**src/rtl/decoder_pkg.sv**
```systemverilog
// Shared constants for the decoder round-robin scheduler.
package decoder_pkg;

  // Decoder input width and default decoder latency.
  localparam int unsigned DEC_CODE_W      = 7;
  localparam int unsigned DEC_LAT_DEFAULT = 2;

  // Latency counter width (supports DEC_LAT up to 15).
  localparam int unsigned LAT_W = 4;

  // FSM state encoding.
  localparam int unsigned STATE_W = 2;
  localparam logic [STATE_W-1:0] ST_IDLE = 2'd0;
  localparam logic [STATE_W-1:0] ST_WAIT = 2'd1;
  localparam logic [STATE_W-1:0] ST_RESP = 2'd2;

endpackage : decoder_pkg

```
**src/rtl/decoder_rr_sched_rr_arbiter.sv**
```systemverilog
// Combinational round-robin arbiter: picks the first requester at or after ptr.
module rr_arbiter #(
  parameter int unsigned NUM_REQ = 4
) (
  input  logic [NUM_REQ-1:0]         req,
  input  logic [$clog2(NUM_REQ)-1:0] ptr,
  output logic [NUM_REQ-1:0]         gnt,
  output logic [$clog2(NUM_REQ)-1:0] gnt_idx,
  output logic                       gnt_any
);

  localparam int unsigned IDX_W = $clog2(NUM_REQ);

  // Scan requesters starting from ptr, wrapping explicitly modulo NUM_REQ.
  always_comb begin
    int unsigned          cand;
    logic [IDX_W-1:0]     cand_idx;
    gnt      = '0;
    gnt_idx  = '0;
    gnt_any  = 1'b0;
    cand     = 0;
    cand_idx = '0;
    for (int unsigned k = 0; k < NUM_REQ; k++) begin
      cand     = (32'(ptr) + k) % NUM_REQ;
      cand_idx = IDX_W'(cand);
      if (!gnt_any && req[cand_idx]) begin
        gnt_any       = 1'b1;
        gnt_idx       = cand_idx;
        gnt[cand_idx] = 1'b1;
      end
    end
  end

endmodule : rr_arbiter

```
**src/rtl/decoder_rr_sched.sv**
```systemverilog
// Shares one decoder between NUM_REQ requesters, one transaction in flight at a time.
module decoder_rr_sched
  import decoder_pkg::*;
#(
  parameter int unsigned NUM_REQ = 4,
  parameter int unsigned CODE_W  = DEC_CODE_W,
  parameter int unsigned OUT_W   = 8,
  parameter int unsigned DEC_LAT = DEC_LAT_DEFAULT
) (
  input  logic                         clock,
  input  logic                         reset,
  input  logic [NUM_REQ-1:0]           req_valid,
  input  logic [NUM_REQ*CODE_W-1:0]    req_code,
  output logic [NUM_REQ-1:0]           req_ready,
  output logic [CODE_W-1:0]            dec_in,
  input  logic [OUT_W-1:0]             dec_out,
  output logic                         rsp_valid,
  input  logic                         rsp_ready,
  output logic [$clog2(NUM_REQ)-1:0]   rsp_id,
  output logic [OUT_W-1:0]             rsp_data,
  output logic                         busy
);

  localparam int unsigned IDX_W = $clog2(NUM_REQ);

  logic [STATE_W-1:0] state_q,   state_nxt;
  logic [IDX_W-1:0]   rr_ptr_q,  rr_ptr_nxt;
  logic [LAT_W-1:0]   lat_cnt_q, lat_cnt_nxt;
  logic [CODE_W-1:0]  dec_in_nxt;
  logic               rsp_valid_nxt;
  logic [IDX_W-1:0]   rsp_id_nxt;
  logic [OUT_W-1:0]   rsp_data_nxt;

  logic [NUM_REQ-1:0] gnt;
  logic [IDX_W-1:0]   gnt_idx;
  logic               gnt_any;

  rr_arbiter #(
    .NUM_REQ (NUM_REQ)
  ) u_arb (
    .req     (req_valid),
    .ptr     (rr_ptr_q),
    .gnt     (gnt),
    .gnt_idx (gnt_idx),
    .gnt_any (gnt_any)
  );

  // Grant is only offered while idle; it is the accept strobe for that cycle.
  assign req_ready = (state_q == ST_IDLE) ? gnt : '0;

  // Next-state and register-update logic for the scheduler FSM.
  always_comb begin
    state_nxt     = state_q;
    rr_ptr_nxt    = rr_ptr_q;
    lat_cnt_nxt   = lat_cnt_q;
    dec_in_nxt    = dec_in;
    rsp_valid_nxt = rsp_valid;
    rsp_id_nxt    = rsp_id;
    rsp_data_nxt  = rsp_data;
    case (state_q)
      ST_IDLE: begin
        if (gnt_any) begin
          dec_in_nxt  = req_code[32'(gnt_idx) * CODE_W +: CODE_W];
          rsp_id_nxt  = gnt_idx;
          lat_cnt_nxt = LAT_W'(DEC_LAT - 1);
          rr_ptr_nxt  = IDX_W'((32'(gnt_idx) + 32'd1) % NUM_REQ);
          state_nxt   = ST_WAIT;
        end
      end
      ST_WAIT: begin
        if (lat_cnt_q == '0) begin
          rsp_data_nxt  = dec_out;
          rsp_valid_nxt = 1'b1;
          state_nxt     = ST_RESP;
        end else begin
          lat_cnt_nxt = lat_cnt_q - LAT_W'(1);
        end
      end
      ST_RESP: begin
        if (rsp_ready) begin
          rsp_valid_nxt = 1'b0;
          state_nxt     = ST_IDLE;
        end
      end
      default: begin
        state_nxt = ST_IDLE;
      end
    endcase
  end

  // State and output registers with synchronous reset.
  always_ff @(posedge clock) begin
    if (reset) begin
      state_q   <= ST_IDLE;
      rr_ptr_q  <= '0;
      lat_cnt_q <= '0;
      dec_in    <= '0;
      rsp_valid <= 1'b0;
      rsp_id    <= '0;
      rsp_data  <= '0;
      busy      <= 1'b0;
    end else begin
      state_q   <= state_nxt;
      rr_ptr_q  <= rr_ptr_nxt;
      lat_cnt_q <= lat_cnt_nxt;
      dec_in    <= dec_in_nxt;
      rsp_valid <= rsp_valid_nxt;
      rsp_id    <= rsp_id_nxt;
      rsp_data  <= rsp_data_nxt;
      busy      <= (state_nxt != ST_IDLE);
    end
  end

endmodule : decoder_rr_sched

```
**config.mk**
```make
export PLATFORM = sky130hd
export DESIGN_NAME = decoder_rr_sched
export DESIGN_NICKNAME = d
export VERILOG_FILES = /design/src/rtl/decoder_pkg.sv /design/src/rtl/decoder_rr_sched_rr_arbiter.sv /design/src/rtl/decoder_rr_sched.sv
export SDC_FILE = /design/constraint.sdc
export NUM_CORES = 1
export LEC_CHECK = 0
export ABC_AREA = 0
export BUFFER_PORTS_ARGS = -buffer_cell sky130_fd_sc_hd__buf_2
export CELL_PAD_IN_SITES_DETAIL_PLACEMENT = 1
export CELL_PAD_IN_SITES_GLOBAL_PLACEMENT = 2
export CORE_MARGIN = 4
export CORE_UTILIZATION = 28
export CTS_CLUSTER_SIZE = 25
export DETAILED_ROUTE_END_ITERATION = 6
export MAX_ROUTING_LAYER = met4
export PLACE_DENSITY_LB_ADDON = 0.2
export RECOVER_POWER = 50
export SETUP_SLACK_MARGIN = 0.2
export SKIP_LAST_GASP = 1
export SLEW_MARGIN = 15
export SYNTH_ARGS = -nofsm -noshare
export SYNTH_HDL_FRONTEND = slang
export SYNTH_SLANG_ARGS = --single-unit
```
**constraint.sdc**
```tcl
create_clock -name clock -period 3.85 [get_ports clock]
set_clock_uncertainty 0.2 [all_clocks]
set_input_delay 0 -clock clock [delete_from_list [all_inputs] [get_ports clock]]
set_output_delay 0 -clock clock [all_outputs]
set_load 0.005 [all_outputs]
```
== After elaboration in Yosys (flattened, before gate mapping) ==
Index checks and enable logic that the tools add are counted.
Word-level totals
  output and inout port bits: 23
  flip-flop bits (word level): 27
Operators by class
  $lt $le $gt $ge: 8
  reductions and logical operators: 19
  add/subtract/negate cells: 5
  multiply operators: 1
  shift-type cells: 1
  equal/unequal tests: 6
  bitwise operators: 3
  mux-type cells: 39
Operator list (number)
  4-bit two-way mux: 7
  28-bit by 6-bit indexed part select with 7-bit output: 1
  1-bit two-way mux: 14
  2-bit two-way mux: 7
  2-bit by 3-bit less-than comparator with 1-bit output (second input constant): 4
  4-bit OR: 3
  1-bit binary-select mux with 2-bit select: 4
  1-bit demux with 2-bit select: 4
  2-bit by 1-bit greater-or-equal comparator with 1-bit output (second input constant): 4
  2-bit != test (second input constant): 4
  4-bit one-hot mux with 2 select lines: 1
  1-bit logical AND: 7
  2-bit one-hot mux with 3 select lines: 1
  3-bit AND reduction: 2
  2-bit nonzero test: 3
  2-bit by 3-bit multiplier with 5-bit output (second input constant): 1
  2-bit by 1-bit adder with 2-bit output (second input constant): 2
  2-bit adder (second input constant): 2
  4-bit zero test: 1
  2-bit AND reduction: 2
  4-bit by 1-bit subtractor with 4-bit output (second input constant): 1
  1-bit zero test: 3
  2-bit by 1-bit equality test with 1-bit output (second input constant): 1
  2-bit equality test (second input constant): 1
  2 further kinds: 2

== Longest topological paths before layout ==
Gate-level depths: netlist of the first run.
  depth after elaboration: 15
  gate-level depth with buffers: 10
  depth with buffers taken out: 8

== Hierarchy ==
From an unflattened synthesis of the first run, not the netlist that was laid out.
Second synthesis, totals
  cells, all modules: 190
  area, all modules: 1739.2 um^2
By module, submodules not included
  decoder_rr_sched: instances 1, area an instance 1320.0 um^2, seq. area each 540.5 um^2, cells each 145
  rr_arbiter: instances 1, area an instance 419.2 um^2, seq. area each 0.0 um^2, cells each 45

== Worst setup path before layout of the first run ==
Ideal clock, no wire load.
  path type: flip-flop to flip-flop
  from: register rr_ptr_q[0]
  to: register dec_in[0]
  slack: 0.885 ns
  data required time: 3.538 ns
  cell stages (with the launch flop): 9
  arrival time: 2.653 ns
  cells stage by stage: dfxtp_1 -> buf_2 -> inv_1 -> ha_1 -> mux4_2 -> o41ai_4 -> buf_6 -> a211oi_1 -> a2111oi_1
On the way
  cells in the longest elaborated chain, start to end: 14
  elaborated cells between the ends (all ways): 28
  those cells by class: add/sub: 3; mul: 1; shift: 1; mux: 16; reduce/logical: 7
RTL lines
  from (decl): RTL line decoder_rr_sched.sv:27  | logic [IDX_W-1:0] rr_ptr_q, rr_ptr_nxt;
  from (signal assigned): RTL line decoder_rr_sched.sv:104  | rr_ptr_q <= rr_ptr_nxt;
  parallel branches: the longest is 14 deep, another holds 2-bit by 3-bit multiplier with 5-bit output
  to (signal assigned): RTL line decoder_rr_sched.sv:106  | dec_in <= dec_in_nxt;
  to (decl): RTL line decoder_rr_sched.sv:15  | output logic [CODE_W-1:0] dec_in,
Several ways; the timed one is not identified. The select of a mux whose other input is x is not followed.
A chain may end at the register's enable or synchronous reset.

== Worst setup path in the final report of the first run ==
  from: register rr_ptr_q[1]
  to: register dec_in[0]
The elaborated chain is that of the path after synthesis.

==> results of run 1 <==
registers in the layout, indices dropped and copies added, names as in the netlist:
name / count
rsp_data: 8
dec_in: 7
lat_cnt_q: 4
rr_ptr_q: 2
rsp_id: 2
state_q: 2
busy: 1
rsp_valid: 1
metal layers:
layer	GRT usage (%)	part of all wire (%)
met5	-	0
met4	2.16	0.78
met3	2.69	3.6
met2	27.6	52
met1	19.0	44
timing repair:
action | in CTS | in global routing
endpoints found under the hold margin | 21 | 0
resized for setup | 0 | 0
hold buffers | 32 | 0
cells by family after synthesis:
logic type | share of synthesized area [%]
mux | 10.3
simple gates | 20.2
flops | 32.0
compound gates | 24.0
fa+ha+maj | 7.40
xor+xnor | 2.07
buf+inv | 4.07
final timing paths:
path / startpoint / to
worst max-delay path: rr_ptr_q[1] / dec_in[0]
worst min-delay path: req_code[10] / dec_in[3]
worst max register to register: rr_ptr_q[1] / dec_in[0]
worst min register to register: rsp_valid / rsp_valid
cell usage after synthesis (2+ instances only):
master                      count  area (µm²)
sky130_fd_sc_hd__nor2_1        30         113
sky130_fd_sc_hd__dfxtp_1       27         541
sky130_fd_sc_hd__nand2_1       11        41.3
sky130_fd_sc_hd__ha_1          10         125
sky130_fd_sc_hd__a211oi_1       9        67.6
sky130_fd_sc_hd__nor3_1         9        45.0
sky130_fd_sc_hd__mux2i_1        8        80.1
sky130_fd_sc_hd__a2111oi_0      7        61.3
sky130_fd_sc_hd__a2111oi_1      7        70.1
sky130_fd_sc_hd__a21oi_1        7        35.0
sky130_fd_sc_hd__and3_1         7        43.8
sky130_fd_sc_hd__inv_1          5        18.8
sky130_fd_sc_hd__a221oi_1       4        35.0
sky130_fd_sc_hd__a22oi_1        4        30.0
sky130_fd_sc_hd__clkbuf_1       4        15.0
sky130_fd_sc_hd__nand2b_1       4        25.0
sky130_fd_sc_hd__buf_2          3        15.0
sky130_fd_sc_hd__mux4_2         3        67.6
sky130_fd_sc_hd__xnor2_1        3        26.3
sky130_fd_sc_hd__a31oi_1        2        12.5
sky130_fd_sc_hd__o21ai_0        2        10.0
sky130_fd_sc_hd__or3_1          2        12.5
power by group through the flow:
stage	clock network [mW]	registers (mW)	logic, mW
after floorplan	0	0.471	0.716
after global placement	0	0.472	1.00
after detailed placement	0	0.471	1.02
after CTS	0.185	0.466	1.07
after global routing	0.200	0.488	1.15
final	0.179	0.464	1.02
cell usage in the layout, fill, tap and decap left out, types with 2 or more instances in the layout:
cell / synthesis / routed
sky130_fd_sc_hd__a2111oi_0: 7 / 7
sky130_fd_sc_hd__buf_2: 3 / 54
sky130_fd_sc_hd__dlygate4sd3_1: 0 / 32
sky130_fd_sc_hd__a22oi_1: 4 / 4
sky130_fd_sc_hd__xnor2_1: 3 / 3
sky130_fd_sc_hd__a31oi_1: 2 / 2
sky130_fd_sc_hd__a2111oi_1: 7 / 7
sky130_fd_sc_hd__clkbuf_1: 4 / 10
sky130_fd_sc_hd__inv_1: 5 / 5
sky130_fd_sc_hd__clkbuf_8: 0 / 3
sky130_fd_sc_hd__nor3_1: 9 / 9
sky130_fd_sc_hd__or3_1: 2 / 2
sky130_fd_sc_hd__and3_1: 7 / 7
sky130_fd_sc_hd__dfxtp_1: 27 / 27
sky130_fd_sc_hd__nand2b_1: 4 / 4
sky130_fd_sc_hd__o21ai_0: 2 / 2
sky130_fd_sc_hd__nand2_1: 11 / 11
sky130_fd_sc_hd__mux4_2: 3 / 3
sky130_fd_sc_hd__a221oi_1: 4 / 4
sky130_fd_sc_hd__a21oi_1: 7 / 7
sky130_fd_sc_hd__nor2_1: 30 / 30
sky130_fd_sc_hd__mux2i_1: 8 / 8
sky130_fd_sc_hd__a211oi_1: 9 / 9
sky130_fd_sc_hd__buf_4: 0 / 3
sky130_fd_sc_hd__ha_1: 10 / 10
through the flow:
step	util, %	instance area, µm²	instances	total power [mW]
3_5_place_dp	35.4	2080	320	1.49
3_3_place_gp	35.4	2080	320	1.47
4_1_cts	41.7	2450	356	1.72
6_report	41.1	2420	356	1.66
5_1_grt	41.1	2420	356	1.84
2_1_floorplan	-	1690	187	1.19
critical path, stage by stage (launching register included):
cell and delay (ns):
sky130_fd_sc_hd__dfxtp_1 0.48, sky130_fd_sc_hd__inv_1 0.18, sky130_fd_sc_hd__ha_1 0.42, sky130_fd_sc_hd__nand2b_1 0.13, sky130_fd_sc_hd__a21oi_1 0.07, sky130_fd_sc_hd__o311ai_2 0.49, sky130_fd_sc_hd__nand2_1 0.44, sky130_fd_sc_hd__a2111oi_0 0.67
sky130_fd_sc_hd__a2111oi_1 0.12
cell type report:
type	instances	area [µm²]	share of cell area (%)
multi-input cells	145	1060	43.9
repair buffers	100	654	27.0
flip-flops and latches	27	541	22.3
well taps	75	93.8	3.88
clock buffers	3	41.3	1.71
inverters	5	18.8	0.775
clock inverters	1	8.76	0.362
==> flow_results.xml, run 1 <==
<?xml version="1.0" encoding="UTF-8"?>
<metrics>
  <group name="clock_network">
    <metric name="clkLatencyLatePin" unit="ns">0.29</metric>
    <metric name="clock_tree.root_cell" unit="">sky130_fd_sc_hd__clkbuf_8</metric>
    <metric name="numCtsBuffers" unit="">3</metric>
    <metric name="cts_max_path_buffers" unit="">2</metric>
    <metric name="clk_transition_reported_paths" unit="ns">0.11</metric>
    <metric name="cts_tree" unit="">done</metric>
    <metric name="setup_fix_bufs_post_cts" unit="">0</metric>
    <metric name="cts.htree.levels" unit="">1</metric>
    <metric name="clock-sinks" unit="">27</metric>
  </group>
  <group name="critical_path">
    <metric name="critical_path.max_fanout" unit="">15</metric>
    <metric name="worst_setup_path_category" unit="">flop to flop</metric>
    <metric name="arrival_time_of_the_worst_setup_path" unit="ns">3.28</metric>
    <metric name="startpoint_class_of_the_critical_path" unit="">flop</metric>
    <metric name="required" unit="ns">3.81</metric>
    <metric name="rr_worst_depth" unit="">8</metric>
    <metric name="end_kind" unit="">flop</metric>
    <metric name="ff2ff_setup_slack" unit="ns">0.53</metric>
  </group>
  <group name="hold_path">
    <metric name="min-delay-path-class" unit="">primary input to flop</metric>
    <metric name="holdPathStages" unit="">3</metric>
  </group>
  <group name="synth">
    <metric name="yosys.cell_types.count" unit="">41</metric>
    <metric name="synthesis.yosys.warnings" unit="">0</metric>
    <metric name="ys.flop_type" unit="">sky130_fd_sc_hd__dfxtp_1</metric>
    <metric name="synth_seq_area_share" unit="%">32.0</metric>
    <metric name="synth_async_sr_flop_share" unit="%">0</metric>
    <metric name="yosys_register_bits" unit="">27</metric>
    <metric name="synth.cell_area" unit="mm²">0.00169</metric>
    <metric name="synth-edff-count" unit="">0</metric>
    <metric name="synth.net_count" unit="">240</metric>
    <metric name="syn_area_per_cell" unit="µm²">9.05</metric>
    <metric name="post_synth_inst_count" unit="">187</metric>
  </group>
  <group name="die">
    <metric name="effective_utilization_at_floorplan" unit="%">28.7</metric>
    <metric name="floorplan.io_pins" unit="">66</metric>
    <metric name="die_area" unit="mm²">0.00735</metric>
    <metric name="die_w" unit="µm">85.7</metric>
    <metric name="die_y" unit="µm">85.7</metric>
    <metric name="core.rowCount" unit="">28</metric>
    <metric name="floorplan.core_area" unit="mm²">0.00589</metric>
  </group>
  <group name="global_route">
    <metric name="grt_pass1_wl" unit="µm">9060</metric>
    <metric name="first_global_vias" unit="">1888</metric>
    <metric name="largest_net_degree_at_the_start_of_global_routing" unit="">29</metric>
    <metric name="antenna_found_initial" unit="">0</metric>
    <metric name="gr-total-overflow" unit="">0</metric>
    <metric name="globalRouteTotalUtil" unit="%">15.6</metric>
  </group>
  <group name="timing">
    <metric name="drv_slew" unit="">0</metric>
    <metric name="setup-tns-final" unit="ns">0</metric>
    <metric name="relative_slew_slack" unit="%">49.9</metric>
    <metric name="postLayoutSetupSlackWorst" unit="ns">0.531</metric>
    <metric name="whs" unit="ns">0.0732</metric>
    <metric name="final.period_utilization" unit="%">86.2</metric>
    <metric name="setup_viol" unit="">0</metric>
    <metric name="finalHoldViolCount" unit="">0</metric>
    <metric name="worstMarginPinSlew" unit="ns">0.741</metric>
    <metric name="finalCriticalPeriod" unit="ns">3.32</metric>
    <metric name="fmax" unit="GHz">0.301</metric>
    <metric name="setup_repair_after_global_routing_missed_its_margin" unit="">false</metric>
  </group>
  <group name="run_status">
    <metric name="status" unit="">finished clean</metric>
  </group>
  <group name="finish">
    <metric name="layout-drive-gt1-share" unit="%">24.2</metric>
    <metric name="number_of_nets_in_the_finished_design" unit="">335</metric>
    <metric name="num_antenna_cells" unit="">0</metric>
    <metric name="final.fill_count" unit="">722</metric>
    <metric name="synthToLayoutAreaGrowth" unit="%">43.1</metric>
  </group>
  <group name="detailed_routing">
    <metric name="detail_route.wl_per_cell" unit="µm">15.2</metric>
    <metric name="route.antenna.remaining_nets" unit="">0</metric>
    <metric name="detail_route.wirelength" unit="µm">5400</metric>
    <metric name="drt_first_pass_iters" unit="">4</metric>
    <metric name="detail_route.drc_violations" unit="">0</metric>
    <metric name="vias" unit="">1801</metric>
    <metric name="initialDrtViolationCount" unit="">96</metric>
    <metric name="post_drt_via_cell_ratio" unit="">5.06</metric>
  </group>
  <group name="pwr">
    <metric name="power.combinational.fraction" unit="%">61.4</metric>
    <metric name="leakage" unit="nW">1.07</metric>
    <metric name="clock_share_of_power" unit="%">10.7</metric>
    <metric name="p_int" unit="µW">917</metric>
    <metric name="switchingPower" unit="µW">748</metric>
    <metric name="seqPwrFrac" unit="%">27.9</metric>
    <metric name="ir_drop" unit="mV">0.257</metric>
    <metric name="share_of_total_power_consumed_by_net_switching" unit="%">44.9</metric>
    <metric name="power.density_cell_area" unit="mW/mm²">688</metric>
  </group>
  <group name="placed_design">
    <metric name="finalWeightedCongestion" unit="">0.748</metric>
    <metric name="detailedPlace.worstSlack" unit="ns">0.537</metric>
    <metric name="detailed_place_hpwl" unit="µm">3850</metric>
    <metric name="port_buffers" unit="">65</metric>
  </group>
  <group name="job">
    <metric name="max_cap_violations" unit="">0</metric>
  </group>
</metrics>
(Power assumes the default switching activity.)
==> run 2: changes to the inputs <==
- MAX_ROUTING_LAYER: met4 -> not set
==> flow_results.xml, run 2 (synthesis gave the netlist of run 1 again) <==
<?xml version="1.0" encoding="UTF-8"?>
<metrics>
  <group name="timing">
    <metric name="fmax" unit="GHz">0.301</metric>
    <metric name="finalCriticalPeriod" unit="ns">3.32</metric>
    <metric name="drv_slew" unit="">0</metric>
    <metric name="whs" unit="ns">0.0702</metric>
    <metric name="setup_viol" unit="">0</metric>
    <metric name="postLayoutSetupSlackWorst" unit="ns">0.530</metric>
    <metric name="finalHoldViolCount" unit="">0</metric>
    <metric name="relative_slew_slack" unit="%">49.9</metric>
    <metric name="worstMarginPinSlew" unit="ns">0.741</metric>
    <metric name="final.period_utilization" unit="%">86.2</metric>
    <metric name="setup-tns-final" unit="ns">0</metric>
    <metric name="setup_repair_after_global_routing_missed_its_margin" unit="">false</metric>
  </group>
  <group name="clock_network">
    <metric name="numCtsBuffers" unit="">3</metric>
    <metric name="clock-sinks" unit="">27</metric>
    <metric name="setup_fix_bufs_post_cts" unit="">0</metric>
    <metric name="clock_tree.root_cell" unit="">sky130_fd_sc_hd__clkbuf_8</metric>
    <metric name="cts_max_path_buffers" unit="">2</metric>
    <metric name="clkLatencyLatePin" unit="ns">0.29</metric>
    <metric name="clk_transition_reported_paths" unit="ns">0.11</metric>
    <metric name="cts.repair.resized" unit="">0</metric>
    <metric name="cts.htree.levels" unit="">1</metric>
    <metric name="cts_hold_buffers" unit="">32</metric>
    <metric name="cts_tree" unit="">done</metric>
  </group>
  <group name="detailed_routing">
    <metric name="detail_route.wl_per_cell" unit="µm">15.3</metric>
    <metric name="post_drt_via_cell_ratio" unit="">5.06</metric>
    <metric name="vias" unit="">1803</metric>
    <metric name="initialDrtViolationCount" unit="">84</metric>
    <metric name="drt_first_pass_iters" unit="">4</metric>
    <metric name="detail_route.drc_violations" unit="">0</metric>
    <metric name="detail_route.wirelength" unit="µm">5430</metric>
    <metric name="route.antenna.remaining_nets" unit="">0</metric>
  </group>
  <group name="pwr">
    <metric name="clock_share_of_power" unit="%">10.8</metric>
    <metric name="power.combinational.fraction" unit="%">61.3</metric>
    <metric name="switchingPower" unit="µW">751</metric>
    <metric name="leakage" unit="nW">1.07</metric>
    <metric name="share_of_total_power_consumed_by_net_switching" unit="%">45.0</metric>
    <metric name="seqPwrFrac" unit="%">27.9</metric>
    <metric name="p_int" unit="µW">917</metric>
    <metric name="power" unit="mW">1.67</metric>
    <metric name="power.density_cell_area" unit="mW/mm²">689</metric>
    <metric name="ir_drop" unit="mV">0.258</metric>
  </group>
  <group name="finish">
    <metric name="synthToLayoutAreaGrowth" unit="%">43.1</metric>
    <metric name="num_antenna_cells" unit="">0</metric>
    <metric name="commonest_non_fill_non_tap_cells_in_the_layout" unit="">sky130_fd_sc_hd__buf_2 (54), sky130_fd_sc_hd__dlygate4sd3_1 (32), sky130_fd_sc_hd__nor2_1 (30)</metric>
    <metric name="largest-register" unit="">rsp_data</metric>
    <metric name="stdcell_area" unit="mm²">0.00242</metric>
    <metric name="layout_cells_excl_fill" unit="">356</metric>
    <metric name="largest_registers" unit="">rsp_data: 8 flops, dec_in: 7 flops, lat_cnt_q: 4 flops</metric>
    <metric name="layout.core_utilization" unit="%">41.1</metric>
    <metric name="layout-drive-gt1-share" unit="%">24.2</metric>
    <metric name="final.fill_count" unit="">722</metric>
    <metric name="largest_register_ffs" unit="">8</metric>
    <metric name="number_of_nets_in_the_finished_design" unit="">335</metric>
    <metric name="layout_commonest_cell" unit="">sky130_fd_sc_hd__buf_2</metric>
  </group>
  <group name="die">
    <metric name="core.rowCount" unit="">28</metric>
    <metric name="die_y" unit="µm">85.7</metric>
    <metric name="floorplan.io_pins" unit="">66</metric>
    <metric name="effective_utilization_at_floorplan" unit="%">28.7</metric>
    <metric name="die_w" unit="µm">85.7</metric>
    <metric name="floorplan.core_area" unit="mm²">0.00589</metric>
    <metric name="die_area" unit="mm²">0.00735</metric>
  </group>
  <group name="hold_path">
    <metric name="min-delay-path-class" unit="">primary input to flop</metric>
    <metric name="holdPathStages" unit="">3</metric>
  </group>
  <group name="placed_design">
    <metric name="detailedPlace.worstSlack" unit="ns">0.537</metric>
    <metric name="place_inst" unit="">320</metric>
    <metric name="port_buffers" unit="">65</metric>
    <metric name="detailed_place_hpwl" unit="µm">3850</metric>
    <metric name="finalWeightedCongestion" unit="">0.739</metric>
    <metric name="dpl_cell_area" unit="mm²">0.00208</metric>
  </group>
  <group name="global_route">
    <metric name="largest_net_degree_at_the_start_of_global_routing" unit="">29</metric>
    <metric name="first_global_vias" unit="">1885</metric>
    <metric name="gr-total-overflow" unit="">0</metric>
    <metric name="globalRouteTotalUtil" unit="%">15.2</metric>
    <metric name="grt_pass1_wl" unit="µm">9090</metric>
    <metric name="antenna_found_initial" unit="">0</metric>
  </group>
  <group name="critical_path">
    <metric name="required" unit="ns">3.81</metric>
    <metric name="worst_setup_path_category" unit="">flop to flop</metric>
    <metric name="end_kind" unit="">flop</metric>
    <metric name="rr_worst_depth" unit="">8</metric>
    <metric name="critical_path.max_fanout" unit="">15</metric>
    <metric name="startpoint_class_of_the_critical_path" unit="">flop</metric>
    <metric name="arrival_time_of_the_worst_setup_path" unit="ns">3.28</metric>
  </group>
  <group name="run_status">
    <metric name="status" unit="">finished clean</metric>
  </group>
  <group name="job">
    <metric name="max_cap_violations" unit="">0</metric>
  </group>
</metrics>
## run 2: final timing paths
| path | startpoint | end | slack, ns |
|---|---|---|---|
| worst max-delay path | rr_ptr_q[1] | dec_in[0] | 0.53 |
| worst min-delay path | req_code[10] | dec_in[3] | 0.07 |
| worst max register to register | rr_ptr_q[1] | dec_in[0] | 0.53 |
| worst min register to register | rsp_valid | rsp_valid | 0.26 |
## run 2: layout make-up
type	count	area, µm²	share of cell area, %
clock buffer	3	41.3	1.71
clock inverter	1	8.76	0.362
inverter	5	18.8	0.775
multi-input combinational	145	1060	43.9
sequential	27	541	22.3
tap	75	93.8	3.88
timing repair buffer	100	654	27.0
## run 2: worst max-delay path, stage by stage (launching register included)
cell                        delay, ns
sky130_fd_sc_hd__dfxtp_1         0.48
sky130_fd_sc_hd__inv_1           0.18
sky130_fd_sc_hd__ha_1            0.42
sky130_fd_sc_hd__nand2b_1        0.13
sky130_fd_sc_hd__a21oi_1         0.07
sky130_fd_sc_hd__o311ai_2        0.49
sky130_fd_sc_hd__nand2_1         0.44
sky130_fd_sc_hd__a2111oi_0       0.67
sky130_fd_sc_hd__a2111oi_1       0.12
## run 2: per-layer routing
metal | vias to the layer above | global-route usage [%] | wire [µm] | share of wire [%]
met5 | - | 0 | 0 | 0
met4 | 0 | 2.16 | 42 | 0.77
met3 | 6 | 3.17 | 222 | 4.1
met2 | 39 | 27.6 | 2820 | 52
met1 | 854 | 18.8 | 2340 | 43
li1 | 904 | - | - | -
## run 2: power by group through the flow
stage / logic (mW) / clock network [mW] / registers, mW
floorplan: 0.716 / 0 / 0.471
global placement: 1.00 / 0 / 0.472
detailed placement: 1.02 / 0 / 0.471
CTS: 1.07 / 0.185 / 0.466
global route: 1.15 / 0.200 / 0.488
finish: 1.02 / 0.179 / 0.465
==> run 3: changes to the inputs <==
- BUFFER_PORTS_ARGS: -buffer_cell sky130_fd_sc_hd__buf_2 -> not set
- CORE_UTILIZATION: 28 -> 35
- DONT_BUFFER_PORTS: not set -> 1
==> flow_results.xml, run 3 (synthesis gave the netlist of run 1 again) <==
<?xml version="1.0" encoding="UTF-8"?>
<metrics>
  <group name="critical_path">
    <metric name="rr_endpoint" unit="">dec_in[3]</metric>
    <metric name="crit_path_max_incr_delay" unit="ns">0.87</metric>
    <metric name="critical_path.max_fanout" unit="">16</metric>
    <metric name="end_kind" unit="">flop</metric>
    <metric name="worst-path-stages" unit="">6</metric>
    <metric name="timing.critical_path.buf_inv" unit="">1</metric>
    <metric name="crit_path_cell_chain" unit="">inv_1, ha_1, mux4_2, o41ai_4, a2111oi_0, a2111oi_1</metric>
    <metric name="required" unit="ns">3.81</metric>
    <metric name="ff2ff_setup_slack" unit="ns">0.44</metric>
    <metric name="timing.critical_path.max_delay_family" unit="">compound AO/OA/AOI/OAI gates</metric>
    <metric name="arrival_time_of_the_worst_setup_path" unit="ns">3.37</metric>
    <metric name="worst_setup_path_endpoint" unit="">dec_in[3]</metric>
    <metric name="crit_start" unit="">rr_ptr_q[1]</metric>
    <metric name="rr_worst_depth" unit="">6</metric>
    <metric name="cp_slowest_cell" unit="">sky130_fd_sc_hd__o41ai_4</metric>
    <metric name="worst_r2r_startpoint" unit="">rr_ptr_q[1]</metric>
    <metric name="startpoint_class_of_the_critical_path" unit="">flop</metric>
    <metric name="worst_setup_path_category" unit="">flop to flop</metric>
  </group>
  <group name="detailed_routing">
    <metric name="route.antenna.remaining_nets" unit="">0</metric>
    <metric name="drt_first_pass_iters" unit="">4</metric>
    <metric name="detail_route.drc_violations" unit="">0</metric>
    <metric name="post_drt_via_cell_ratio" unit="">6.10</metric>
    <metric name="detail_route.wl_per_cell" unit="µm">20.1</metric>
    <metric name="vias" unit="">1605</metric>
    <metric name="initialDrtViolationCount" unit="">55</metric>
    <metric name="detail_route.wirelength" unit="µm">5280</metric>
  </group>
  <group name="timing">
    <metric name="drv_slew" unit="">0</metric>
    <metric name="finalHoldViolCount" unit="">0</metric>
    <metric name="postLayoutSetupSlackWorst" unit="ns">0.443</metric>
    <metric name="fmax" unit="GHz">0.294</metric>
    <metric name="finalCriticalPeriod" unit="ns">3.41</metric>
    <metric name="relative_slew_slack" unit="%">27.5</metric>
    <metric name="worstMarginPinSlew" unit="ns">1.08</metric>
    <metric name="setup_repair_after_global_routing_missed_its_margin" unit="">false</metric>
    <metric name="final.period_utilization" unit="%">88.5</metric>
    <metric name="setup_viol" unit="">0</metric>
    <metric name="whs" unit="ns">0.0411</metric>
    <metric name="setup-tns-final" unit="ns">0</metric>
  </group>
  <group name="pwr">
    <metric name="power.density_cell_area" unit="mW/mm²">783</metric>
    <metric name="leakage" unit="nW">0.786</metric>
    <metric name="ir_drop" unit="mV">0.261</metric>
  </group>
  <group name="global_route">
    <metric name="first_global_vias" unit="">1732</metric>
    <metric name="largest_net_degree_at_the_start_of_global_routing" unit="">29</metric>
    <metric name="globalRouteTotalUtil" unit="%">18.0</metric>
    <metric name="grt_pass1_wl" unit="µm">8690</metric>
    <metric name="gr-total-overflow" unit="">0</metric>
    <metric name="antenna_found_initial" unit="">0</metric>
  </group>
  <group name="job">
    <metric name="max_cap_violations" unit="">0</metric>
  </group>
  <group name="finish">
    <metric name="layout_commonest_cell" unit="">sky130_fd_sc_hd__nor2_1</metric>
    <metric name="synthToLayoutAreaGrowth" unit="%">20.3</metric>
    <metric name="largest_register_ffs" unit="">8</metric>
    <metric name="largest_registers" unit="">rsp_data: 8 flops, dec_in: 7 flops, lat_cnt_q: 4 flops</metric>
    <metric name="num_antenna_cells" unit="">0</metric>
    <metric name="commonest_non_fill_non_tap_cells_in_the_layout" unit="">sky130_fd_sc_hd__nor2_1 (30), sky130_fd_sc_hd__dfxtp_1 (27), sky130_fd_sc_hd__dlygate4sd3_1 (26)</metric>
    <metric name="layout-drive-gt1-share" unit="%">7.18</metric>
    <metric name="largest-register" unit="">rsp_data</metric>
    <metric name="number_of_nets_in_the_finished_design" unit="">263</metric>
  </group>
  <group name="clock_network">
    <metric name="numCtsBuffers" unit="">3</metric>
    <metric name="clock-sinks" unit="">27</metric>
    <metric name="clkLatencyLatePin" unit="ns">0.28</metric>
    <metric name="cts.htree.levels" unit="">1</metric>
    <metric name="clock_tree.root_cell" unit="">sky130_fd_sc_hd__clkbuf_8</metric>
    <metric name="cts_max_path_buffers" unit="">2</metric>
    <metric name="cts_tree" unit="">done</metric>
    <metric name="clk_transition_reported_paths" unit="ns">0.10</metric>
  </group>
  <group name="hold_path">
    <metric name="min-delay-path-class" unit="">primary input to flop</metric>
  </group>
  <group name="run_status">
    <metric name="status" unit="">finished clean</metric>
  </group>
  <group name="placed_design">
    <metric name="detailedPlace.worstSlack" unit="ns">0.450</metric>
    <metric name="finalWeightedCongestion" unit="">0.764</metric>
    <metric name="port_buffers" unit="">0</metric>
    <metric name="detailed_place_hpwl" unit="µm">3690</metric>
  </group>
  <group name="die">
    <metric name="die_w" unit="µm">77.5</metric>
    <metric name="core.rowCount" unit="">25</metric>
    <metric name="floorplan.core_area" unit="mm²">0.00469</metric>
    <metric name="effective_utilization_at_floorplan" unit="%">36.1</metric>
    <metric name="die_y" unit="µm">77.5</metric>
    <metric name="die_area" unit="mm²">0.00601</metric>
    <metric name="floorplan.io_pins" unit="">66</metric>
  </group>
</metrics>
run 3: cell count changes in the layout (fill, tap and decap cells not counted), sizes merged:
cell	change
inv	-1
clkbuf	-10
dlygate4sd3	-6
clkinvlp	+1
buf	-56
run 3: worst min-delay path by stage:
| stage | slack (ns) | end | cells past startpoint | startpoint |
|---|---|---|---|---|
| after floorplan | -0.06 | rsp_data[0] | 2 | dec_out[0] |
| after global placement | -0.13 | rsp_valid | 1 | reset |
| after detailed placement | -0.12 | state_q[1] | 1 | reset |
| after CTS | 0.03 | dec_in[6] | 2 | req_code[6] |
| after global routing | 0.05 | dec_in[2] | 2 | req_code[9] |
| final | 0.04 | dec_in[6] | 2 | req_code[6] |
run 3: layout make-up:
type,count,area (µm²)
clock inverter,1,7.51
fill,559,2660
sequential,27,541
inverter,5,18.8
timing repair buffer,28,275
multi-input combinational,145,1080
tap,54,67.6
clock buffer,3,41.3
run 3: metrics by stage:
| stage | total power [mW] | cell area [µm²] | cells | util, % |
|---|---|---|---|---|
| 2_1_floorplan | 1.19 | 1690 | 187 | - |
| 5_1_grt | 1.74 | 2040 | 263 | 43.4 |
| 3_5_place_dp | 1.38 | 1720 | 233 | 36.7 |
| 4_1_cts | 1.59 | 2030 | 263 | 43.3 |
| 6_report | 1.59 | 2040 | 263 | 43.4 |
| 3_3_place_gp | 1.33 | 1720 | 233 | 36.7 |
run 3: power breakdown:
part           switching, mW  internal (mW)
clock                 0.0988         0.0737
combinational          0.556          0.371
sequential             0.105          0.390
total                  0.760          0.835
run 3: worst register-to-register path, stage by stage, from the launching register on:
cell,delay (ns)
sky130_fd_sc_hd__dfxtp_1,0.49
sky130_fd_sc_hd__inv_1,0.18
sky130_fd_sc_hd__ha_1,0.42
sky130_fd_sc_hd__mux4_2,0.46
sky130_fd_sc_hd__o41ai_4,0.87
sky130_fd_sc_hd__a2111oi_0,0.22
sky130_fd_sc_hd__a2111oi_1,0.45
run 3: layer usage:
| layer | track usage, % | wire (µm) | vias to the layer above |
|---|---|---|---|
| met3 | 4.99 | 322 | 5 |
| met4 | 5.34 | 69 | 0 |
| met2 | 33.0 | 2840 | 35 |
| li1 | - | - | 750 |
| met1 | 20.1 | 2050 | 815 |
| met5 | 0 | 0 | - |
run 3: what timing repair did:
item | CTS | global route
endpoints found under the hold margin | 27 | 0
resized for setup | 0 | 1
setup buffers | 0 | 0
endpoints found under the setup margin | 0 | 6
hold buffers | 26 | 0
